==> src/rtl/regfile_debug_port_pkg.sv <==
// Shared definitions for the register file debug port: register count, address width
// and the FSM/mode encodings used by the debug initiator.
package regfile_debug_port_pkg;

  localparam int unsigned REG_COUNT  = 4;
  localparam int unsigned REG_ADDR_W = 2;

  typedef enum logic [2:0] {
    ST_IDLE      = 3'd0,
    ST_HALT_WAIT = 3'd1,
    ST_DUMP_RD   = 3'd2,
    ST_DUMP_TX   = 3'd3,
    ST_LOAD_RX   = 3'd4,
    ST_FINISH    = 3'd5
  } state_e;

  typedef enum logic {
    MODE_DUMP = 1'b0,
    MODE_LOAD = 1'b1
  } mode_e;

endpackage

==> src/rtl/regfile_debug_port.sv <==
// Debug initiator: halts the CPU, then dumps R0..R(N-1) onto a byte stream or loads them from one.
// The load path is built only when REGFILE_DEBUG_LOAD_EN is defined.
module regfile_debug_port
  import regfile_debug_port_pkg::*;
#(
  parameter int unsigned DATA_W   = 8,
  parameter int unsigned NUM_REGS = REG_COUNT,
  parameter int unsigned ADDR_W   = REG_ADDR_W
) (
  input  logic              clk,
  input  logic              reset,
  input  logic              i_dump_req,
  input  logic              i_load_req,
  output logic              o_halt_req,
  input  logic              i_halt_ack,
  output logic              o_busy,
  output logic              o_done,
  output logic [ADDR_W-1:0] o_rf_read_addr,
  input  logic [DATA_W-1:0] i_rf_read_data,
  output logic              o_rf_write_en,
  output logic [ADDR_W-1:0] o_rf_write_addr,
  output logic [DATA_W-1:0] o_rf_write_data,
  output logic [DATA_W-1:0] o_tx_data,
  output logic              o_tx_valid,
  input  logic              i_tx_ready,
  input  logic [DATA_W-1:0] i_rx_data,
  input  logic              i_rx_valid,
  output logic              o_rx_ready
);

  localparam logic [ADDR_W-1:0] LAST_IDX = ADDR_W'(NUM_REGS - 1);

  state_e            r_state;
  logic [ADDR_W-1:0] r_idx;
  logic              r_halt_req;
  logic              r_done;
  logic [ADDR_W-1:0] r_rf_read_addr;
  logic [DATA_W-1:0] r_tx_data;
  logic              r_tx_valid;
  logic              w_last;

`ifdef REGFILE_DEBUG_LOAD_EN
  mode_e             r_mode;
  logic              r_rf_write_en;
  logic [ADDR_W-1:0] r_rf_write_addr;
  logic [DATA_W-1:0] r_rf_write_data;
`else
  logic              w_unused_load;
  assign w_unused_load = ^{i_load_req, i_rx_valid, i_rx_data};
`endif

  // The last-index compare ends every operation, so idx never wraps mid-transfer.
  assign w_last = (r_idx == LAST_IDX);

  always_ff @(posedge clk or posedge reset) begin
    if (reset) begin
      r_state        <= ST_IDLE;
      r_idx          <= '0;
      r_halt_req     <= 1'b0;
      r_done         <= 1'b0;
      r_rf_read_addr <= '0;
      r_tx_data      <= '0;
      r_tx_valid     <= 1'b0;
`ifdef REGFILE_DEBUG_LOAD_EN
      r_mode          <= MODE_DUMP;
      r_rf_write_en   <= 1'b0;
      r_rf_write_addr <= '0;
      r_rf_write_data <= '0;
`endif
    end else begin
      r_done <= 1'b0;
`ifdef REGFILE_DEBUG_LOAD_EN
      r_rf_write_en <= 1'b0;
`endif
      case (r_state)
        ST_IDLE: begin
          // Dump has priority when both requests arrive together.
          if (i_dump_req) begin
            r_state    <= ST_HALT_WAIT;
            r_idx      <= '0;
            r_halt_req <= 1'b1;
`ifdef REGFILE_DEBUG_LOAD_EN
            r_mode     <= MODE_DUMP;
          end else if (i_load_req) begin
            r_state    <= ST_HALT_WAIT;
            r_idx      <= '0;
            r_halt_req <= 1'b1;
            r_mode     <= MODE_LOAD;
`endif
          end
        end
        ST_HALT_WAIT: begin
          if (i_halt_ack) begin
`ifdef REGFILE_DEBUG_LOAD_EN
            if (r_mode == MODE_LOAD) begin
              r_state <= ST_LOAD_RX;
            end else begin
              r_state        <= ST_DUMP_RD;
              r_rf_read_addr <= r_idx;
            end
`else
            r_state        <= ST_DUMP_RD;
            r_rf_read_addr <= r_idx;
`endif
          end
        end
        ST_DUMP_RD: begin
          r_tx_data  <= i_rf_read_data;
          r_tx_valid <= 1'b1;
          r_state    <= ST_DUMP_TX;
        end
        ST_DUMP_TX: begin
          if (i_tx_ready) begin
            r_tx_valid <= 1'b0;
            if (w_last) begin
              r_state    <= ST_FINISH;
              r_halt_req <= 1'b0;
              r_done     <= 1'b1;
            end else begin
              r_idx          <= r_idx + ADDR_W'(1);
              r_rf_read_addr <= r_idx + ADDR_W'(1);
              r_state        <= ST_DUMP_RD;
            end
          end
        end
`ifdef REGFILE_DEBUG_LOAD_EN
        ST_LOAD_RX: begin
          if (i_rx_valid) begin
            r_rf_write_en   <= 1'b1;
            r_rf_write_addr <= r_idx;
            r_rf_write_data <= i_rx_data;
            if (w_last) begin
              r_state    <= ST_FINISH;
              r_halt_req <= 1'b0;
              r_done     <= 1'b1;
            end else begin
              r_idx <= r_idx + ADDR_W'(1);
            end
          end
        end
`endif
        ST_FINISH: begin
          r_state <= ST_IDLE;
        end
        default: begin
          r_state <= ST_IDLE;
        end
      endcase
    end
  end

  assign o_halt_req     = r_halt_req;
  assign o_done         = r_done;
  assign o_busy         = (r_state != ST_IDLE);
  assign o_rf_read_addr = r_rf_read_addr;
  assign o_tx_data      = r_tx_data;
  assign o_tx_valid     = r_tx_valid;

`ifdef REGFILE_DEBUG_LOAD_EN
  assign o_rx_ready      = (r_state == ST_LOAD_RX);
  assign o_rf_write_en   = r_rf_write_en;
  assign o_rf_write_addr = r_rf_write_addr;
  assign o_rf_write_data = r_rf_write_data;
`else
  assign o_rx_ready      = 1'b0;
  assign o_rf_write_en   = 1'b0;
  assign o_rf_write_addr = '0;
  assign o_rf_write_data = '0;
`endif

endmodule
==> config.mk <==
export PLATFORM = sky130hd
export DESIGN_NAME = regfile_debug_port
export DESIGN_NICKNAME = d
export VERILOG_FILES = /design/src/rtl/regfile_debug_port_pkg.sv /design/src/rtl/regfile_debug_port.sv
export SDC_FILE = /design/constraint.sdc
export NUM_CORES = 1
export LEC_CHECK = 0
export ABC_AREA = 0
export BUFFER_PORTS_ARGS = -buffer_cell sky130_fd_sc_hd__buf_2
export CORE_MARGIN = 3
export CORE_UTILIZATION = 40
export DETAILED_ROUTE_END_ITERATION = 7
export HOLD_SLACK_MARGIN = 0.12
export PLACE_DENSITY = 0.73
export SLEW_MARGIN = 20
export SYNTH_ARGS = -nofsm -noshare
export SYNTH_HDL_FRONTEND = slang
export SYNTH_SLANG_ARGS = --single-unit
==> constraint.sdc <==
create_clock -name clk -period 1.9 [get_ports clk]
set_clock_uncertainty 0.2 [all_clocks]
set_input_delay 0.095 -clock clk [delete_from_list [all_inputs] [get_ports clk]]
set_output_delay 0.095 -clock clk [all_outputs]
set_load 0.1 [all_outputs]
==> out/metrics.cfg, run 1 <==
[clock_network]
root_buffer=clkbuf_4
clk_latency_ns=0.28
cts_buffer_depth=2
cts_sinks=18
cts_tree=yes
h-tree-depth=1
cts.clk_slew.worst_paths_ns=0.10
cts_buffers=3

[routing]
antenna_left=0
viasPerCell=4.490
vias=669
firstDrtPassIters=3
drc=0
wl_per_cell_um=11.13
drt_wl_total_mm=1.658
drt_iter0_drc=1

[run_status]
status=complete, no violations

[floorplan]
fp-row-count=16
core-area_um2=2022
initial_core_util=0.4394
fp.dieW_um=53.13
io_pins=49
die_area_um2=2822
die_y_um=53.13

[worst_setup_path]
rrSetupSlack_ns=0.04
cp_slowest_stage_delay_ns=0.55
critical_path_class=reg2reg
worst_path_max_delay_cell=dlygate4sd3_1
r2r-start=r_idx[0]
critPathArrivalTime_ns=1.83
reg2regPathDepth=5
cp-start-kind=flop
worst_setup_path_end_kind=flop
cp.required_ns=1.88
path_cells=ha_2 > nand4b_1 > nand2_1 > dlygate4sd3_1 > nor3_1
critical_path.max_fanout=4
r2r-end=r_state[0]

[synthesis]
ys_ff_latch=18
synth_cell_type_count=23
postSynthCellCount=75
syn_avg_cell_area_um2=11.84
syn-cell-area_um2=888.4
seq_area_frac_synth=0.5070
ys_warn_count=0

[timing]
period_needed_ns=1.859
finalHoldViolCount=0
period_share=0.9784
fin_ws_ns=0.04113
setup_violations=0
tns_ns=0
timing.fmax_mhz=538.0
max-slew-margin-rel=0.5576
drv_slew=0
worst_pin_slew_ns=0.6629

[cells_and_area]
syn_to_final_growth_pct=36.20
nets=148
mostFrequentLayoutCells=26 x buf_2, 17 x dfrtp_1, 14 x dlygate4sd3_1
multi_input_area_um2=354.1
design_area_um2=1210
drive_gt1_frac=0.3361
regArea_um2=451.7
diodes=0
layout_commonest_cell=buf_2
postLayoutCoreUtil=0.5984
num-fill-cells=181

[run]
max-cap-violations=0

[worst_hold_path]
hold_class=in2async

[place]
dpl.hpwl_mm=1.109
portBuffers=26
place_congestion=0.7601
dp_slack_ns=0.09148
placed_area_um2=1007

[global_route]
grt_util_all_layers=0.1281
grt_max_degree=19
grt_pass1_wl_mm=2.622
grt_pass1_vias=623
antenna_found_initial=0
gr-total-overflow=0

cell type report:
cell class	count	share of cell area
Inverter	5	0.01551
Tap cell	27	0.02792
Timing Repair Buffer	46	0.2606
Multi-Input combinational cell	49	0.2927
Sequential cell	18	0.3733
Clock buffer	4	0.02999
synth_stat cells:
master	instances	area share
o21ai_0	1	0.0056
inv_1	5	0.021
dfrtp_1	18	0.51
mux2_4	1	0.017
buf_6	1	0.013
ha_1	2	0.028
nor2b_1	2	0.014
nand2_1	4	0.017
nand4b_1	2	0.020
nor2_1	1	0.0042
mux2i_1	1	0.011
buf_4	13	0.11
a21o_1	1	0.0085
a21oi_1	3	0.017
a31oi_1	1	0.0070
or3b_1	1	0.0099
nand3b_1	1	0.0085
and4_1	2	0.020
mux2_1	9	0.11
nor3_1	3	0.017
mux2_2	1	0.013
conb_1	1	0.0042
and3b_4	1	0.014
flip-flops by register name, indices dropped and copies added (netlist names):
register,cells
o_rf_read_addr,2
r_idx,2
o_done,1
o_halt_req,1
r_state,3
o_tx_data,8
o_tx_valid,1
metal layers:
layer	wire length [um]	vias to the layer above	GRT usage
li1	-	325	-
met1	716	312	0.1474
met2	797	30	0.2293
met3	126	2	0.01690
met4	18	0	0.06383
met5	0	-	0
cells by family (layout without fill, tap and decap cells):
| family | after synthesis | in the layout | synth area share |
|---|---|---|---|
| buf+inv | 19 | 55 | 0.1437 |
| fa+ha+maj | 2 | 2 | 0.02816 |
| other cells | 1 | 12 | 0.004221 |
| compound gates | 6 | 6 | 0.03803 |
| simple gates | 17 | 17 | 0.1239 |
| mux | 12 | 12 | 0.1549 |
| flops | 18 | 18 | 0.5070 |
repair_timing:
| item | 4_1_cts | 5_1_grt |
|---|---|---|
| setup buffers | 0 | 3 |
| gates resized for setup | 0 | 2 |
| hold endpoints to repair | 33 | 0 |
| hold buffers | 14 | 0 |
| endpoints found under the setup margin | 0 | 4 |
stage by stage:
stage / hold WS, ns / cells
2_1_floorplan: -0.1664 / 86
3_3_place_gp: 0.02149 / 128
3_5_place_dp: 0.03189 / 128
4_1_cts: 0.2590 / 146
5_1_grt: 0.2966 / 149
6_report: 0.2325 / 149
worst max path at each step:
| stage | start | to | slack [ns] | cells past startpoint |
|---|---|---|---|---|
| final | r_idx[0] | r_state[0] | 0.04 | 5 |
| after global placement | r_idx[0] | o_rf_read_addr[1] | 0.12 | 4 |
| after floorplan | r_idx[0] | o_rf_read_addr[1] | 0.20 | 4 |
| after CTS | r_state[1] | o_halt_req | 0.02 | 4 |
| after detailed placement | r_idx[0] | o_rf_read_addr[1] | 0.09 | 4 |
| after global routing | r_idx[1] | r_state[0] | -0.01 | 5 |
worst max-delay path, delay by kind of cell (launching register included):
family	cells	cell delay (ns)
fa+ha+maj	1	0.20
buf+inv	1	0.55
flops	1	0.41
simple gates	3	0.40
Power of run 1 is left out: the tool's default activity adds up to more than one toggle a clock period on the data nets, which glitch-free logic cannot reach.
==> run 2, diff against run 1 <==
--- a/config.mk
+++ b/config.mk
@@ -7,6 +7,7 @@
 export LEC_CHECK = 0
 export ABC_AREA = 0
 export BUFFER_PORTS_ARGS = -buffer_cell sky130_fd_sc_hd__buf_2
+export CORE_ASPECT_RATIO = 1.4
 export CORE_MARGIN = 3
 export CORE_UTILIZATION = 40
 export DETAILED_ROUTE_END_ITERATION = 7
==> run 2 against run 1 <==
First-iteration DRC count rose to 8.0 times the previous value; critical path depth down 2; cell area is 4.5% lower; setup slack better by 0.041 ns; maximum frequency increased by 2.3%; flip-flop and latch count is the same; via count down 0.60%; global-route usage up 1.4 points; critical endpoint is now r_idx[0]; largest cell class unchanged.
==> out/metrics.cfg, run 2 (synthesized netlist as in run 1, its figures left out) <==
[clock_network]
root_buffer=clkbuf_4  ; unchanged
cts_buffer_depth=2  ; unchanged
cts_tree=yes  ; unchanged
cts.clk_slew.worst_paths_ns=0.10  ; about the same
h-tree-depth=1  ; unchanged
cts_buffers=3  ; unchanged
cts_sinks=18  ; unchanged
cts_setup_buffers=0  ; unchanged
clk_latency_ns=0.29  ; was 0.28 ns

[place]
portBuffers=26  ; unchanged
place_congestion=0.7966  ; was 0.7601
dp_slack_ns=0.04379  ; was 0.09148 ns
dp_cells=121  ; was 128
placed_area_um2=992.2  ; was 1007 um2
dpl.hpwl_mm=1.110  ; was 1.109 mm

[timing]
finalHoldViolCount=0  ; unchanged
setup_violations=0  ; unchanged
drv_slew=0  ; unchanged
fin_ws_ns=0.08250  ; was 0.04113 ns
fin_worst_hold_slack_ns=0.2380  ; was 0.2325 ns
period_needed_ns=1.818  ; was 1.859 ns
period_share=0.9566  ; was 0.9784
timing.fmax_mhz=550.2  ; was 538.0 MHz
max-slew-margin-rel=0.5551  ; was 0.5576
worst_pin_slew_ns=0.6667  ; was 0.6629 ns

[floorplan]
fp.dieW_um=45.83  ; was 53.13 um
initial_core_util=0.4345  ; was 0.4394
core-area_um2=2044  ; was 2022 um2
fp-row-count=19  ; was 16
die_area_um2=2830  ; was 2822 um2
die_y_um=61.76  ; was 53.13 um
io_pins=49  ; unchanged

[cells_and_area]
fin_cells=137  ; was 149
mostFrequentLayoutCells=26 x buf_2, 18 x dfrtp_1, 12 x conb_1, 12 x dlygate4sd3_1, 9 x mux2_1  ; was 26 x buf_2, 17 x dfrtp_1, 14 x dlygate4sd3_1
num-fill-cells=180  ; was 181
largest_reg_flops=8  ; unchanged
regArea_um2=450.4  ; was 451.7 um2
design_area_um2=1155  ; was 1210 um2
layout_commonest_cell=buf_2  ; unchanged
nets=142  ; was 148
diodes=0  ; unchanged
syn_to_final_growth_pct=30.00  ; was 36.20%
drive_gt1_frac=0.3190  ; was 0.3361
multi_input_area_um2=357.8  ; was 354.1 um2

[worst_hold_path]
hold_class=in2async  ; unchanged

[routing]
drt_iter0_drc=8  ; was 1
firstDrtPassIters=4  ; was 3
drt_wl_total_mm=1.713  ; was 1.658 mm
drc=0  ; unchanged
antenna_left=0  ; unchanged
vias=665  ; was 669
viasPerCell=4.854  ; was 4.490
wl_per_cell_um=12.50  ; was 11.13 um

[worst_setup_path]
reg2regPathDepth=3  ; was 5
cp.required_ns=1.87  ; was 1.88 ns
r2r-end=r_idx[0]  ; was r_state[0]
critical_path_class=reg2reg  ; unchanged
cp-start-kind=flop  ; unchanged
rrSetupSlack_ns=0.08  ; was 0.04 ns
worst_setup_path_end_kind=flop  ; unchanged
r2r-start=r_state[0]  ; was r_idx[0]
critPathArrivalTime_ns=1.79  ; was 1.83 ns
critical_path.max_fanout=10  ; was 4

[global_route]
grt_pass1_wl_mm=2.842  ; was 2.622 mm
grt_util_all_layers=0.1424  ; was 0.1281
gr-total-overflow=0  ; unchanged
grt_pass1_vias=676  ; was 623
antenna_found_initial=0  ; unchanged
grt_max_degree=19  ; unchanged

[run_status]
status=complete, no violations  ; unchanged

[run]
max-cap-violations=0  ; unchanged

run 2: changes by cell type in the layout (fill, tap and decap cells not counted):
cell and delta:
dlygate4sd3_1 -2, dfrtp_1 +1, dfrtp_2 -1, a21oi_1 -1, buf_4 -4, a21oi_2 +1
run 2: per-layer routing:
| metal | global-route usage | wire, um | share of wire |
|---|---|---|---|
| met1 | 0.1533 | 633 | 0.37 |
| met2 | 0.2515 | 887 | 0.52 |
| met3 | 0.02882 | 152 | 0.089 |
| met4 | 0.08537 | 39 | 0.023 |
| met5 | 0 | 0 | 0 |
run 2: how the worst max path moves through the flow:
stage | startpoint | endpoint | slack, ns | depth (start not counted)
6_report | r_state[0] | r_idx[0] | 0.08 | 3
2_1_floorplan | r_idx[0] | o_rf_read_addr[1] | 0.20 | 4
3_5_place_dp | r_idx[0] | o_rf_read_addr[1] | 0.04 | 4
5_1_grt | r_idx[1] | r_idx[0] | -0.0007 | 4
4_1_cts | r_idx[0] | o_rf_read_addr[1] | 0.01 | 4
3_3_place_gp | r_idx[0] | o_rf_read_addr[1] | 0.09 | 4
run 2: stage by stage:
| step | setup TNS (ns) | utilization |
|---|---|---|
| global placement | 0 | 0.4853 |
| global route | -0.0006959 | 0.5649 |
| finish | 0 | 0.5649 |
| CTS | 0 | 0.5667 |
| detailed placement | 0 | 0.4853 |
| floorplan | 0 | - |
run 2: layout make-up:
cell class                 instances  area share
tap                               21     0.02275
timing repair buffer              40      0.2297
multi-input combinational         49      0.3099
inverter                           5     0.01625
clock buffer                       4     0.03142
sequential                        18      0.3900
run 2: repair_timing:
action	in CTS	in global routing
hold buffers	13	0
endpoints found under the setup margin	0	3
endpoints found under the hold margin	34	0
gates resized for setup	0	2
run 2: worst max-delay path: stages (launching register included):
cell,delay [ns]
dfrtp_1,0.50
or3b_1,0.42
a21oi_1,0.22
mux2_1,0.35
Power of run 2 is left out for the same reason.
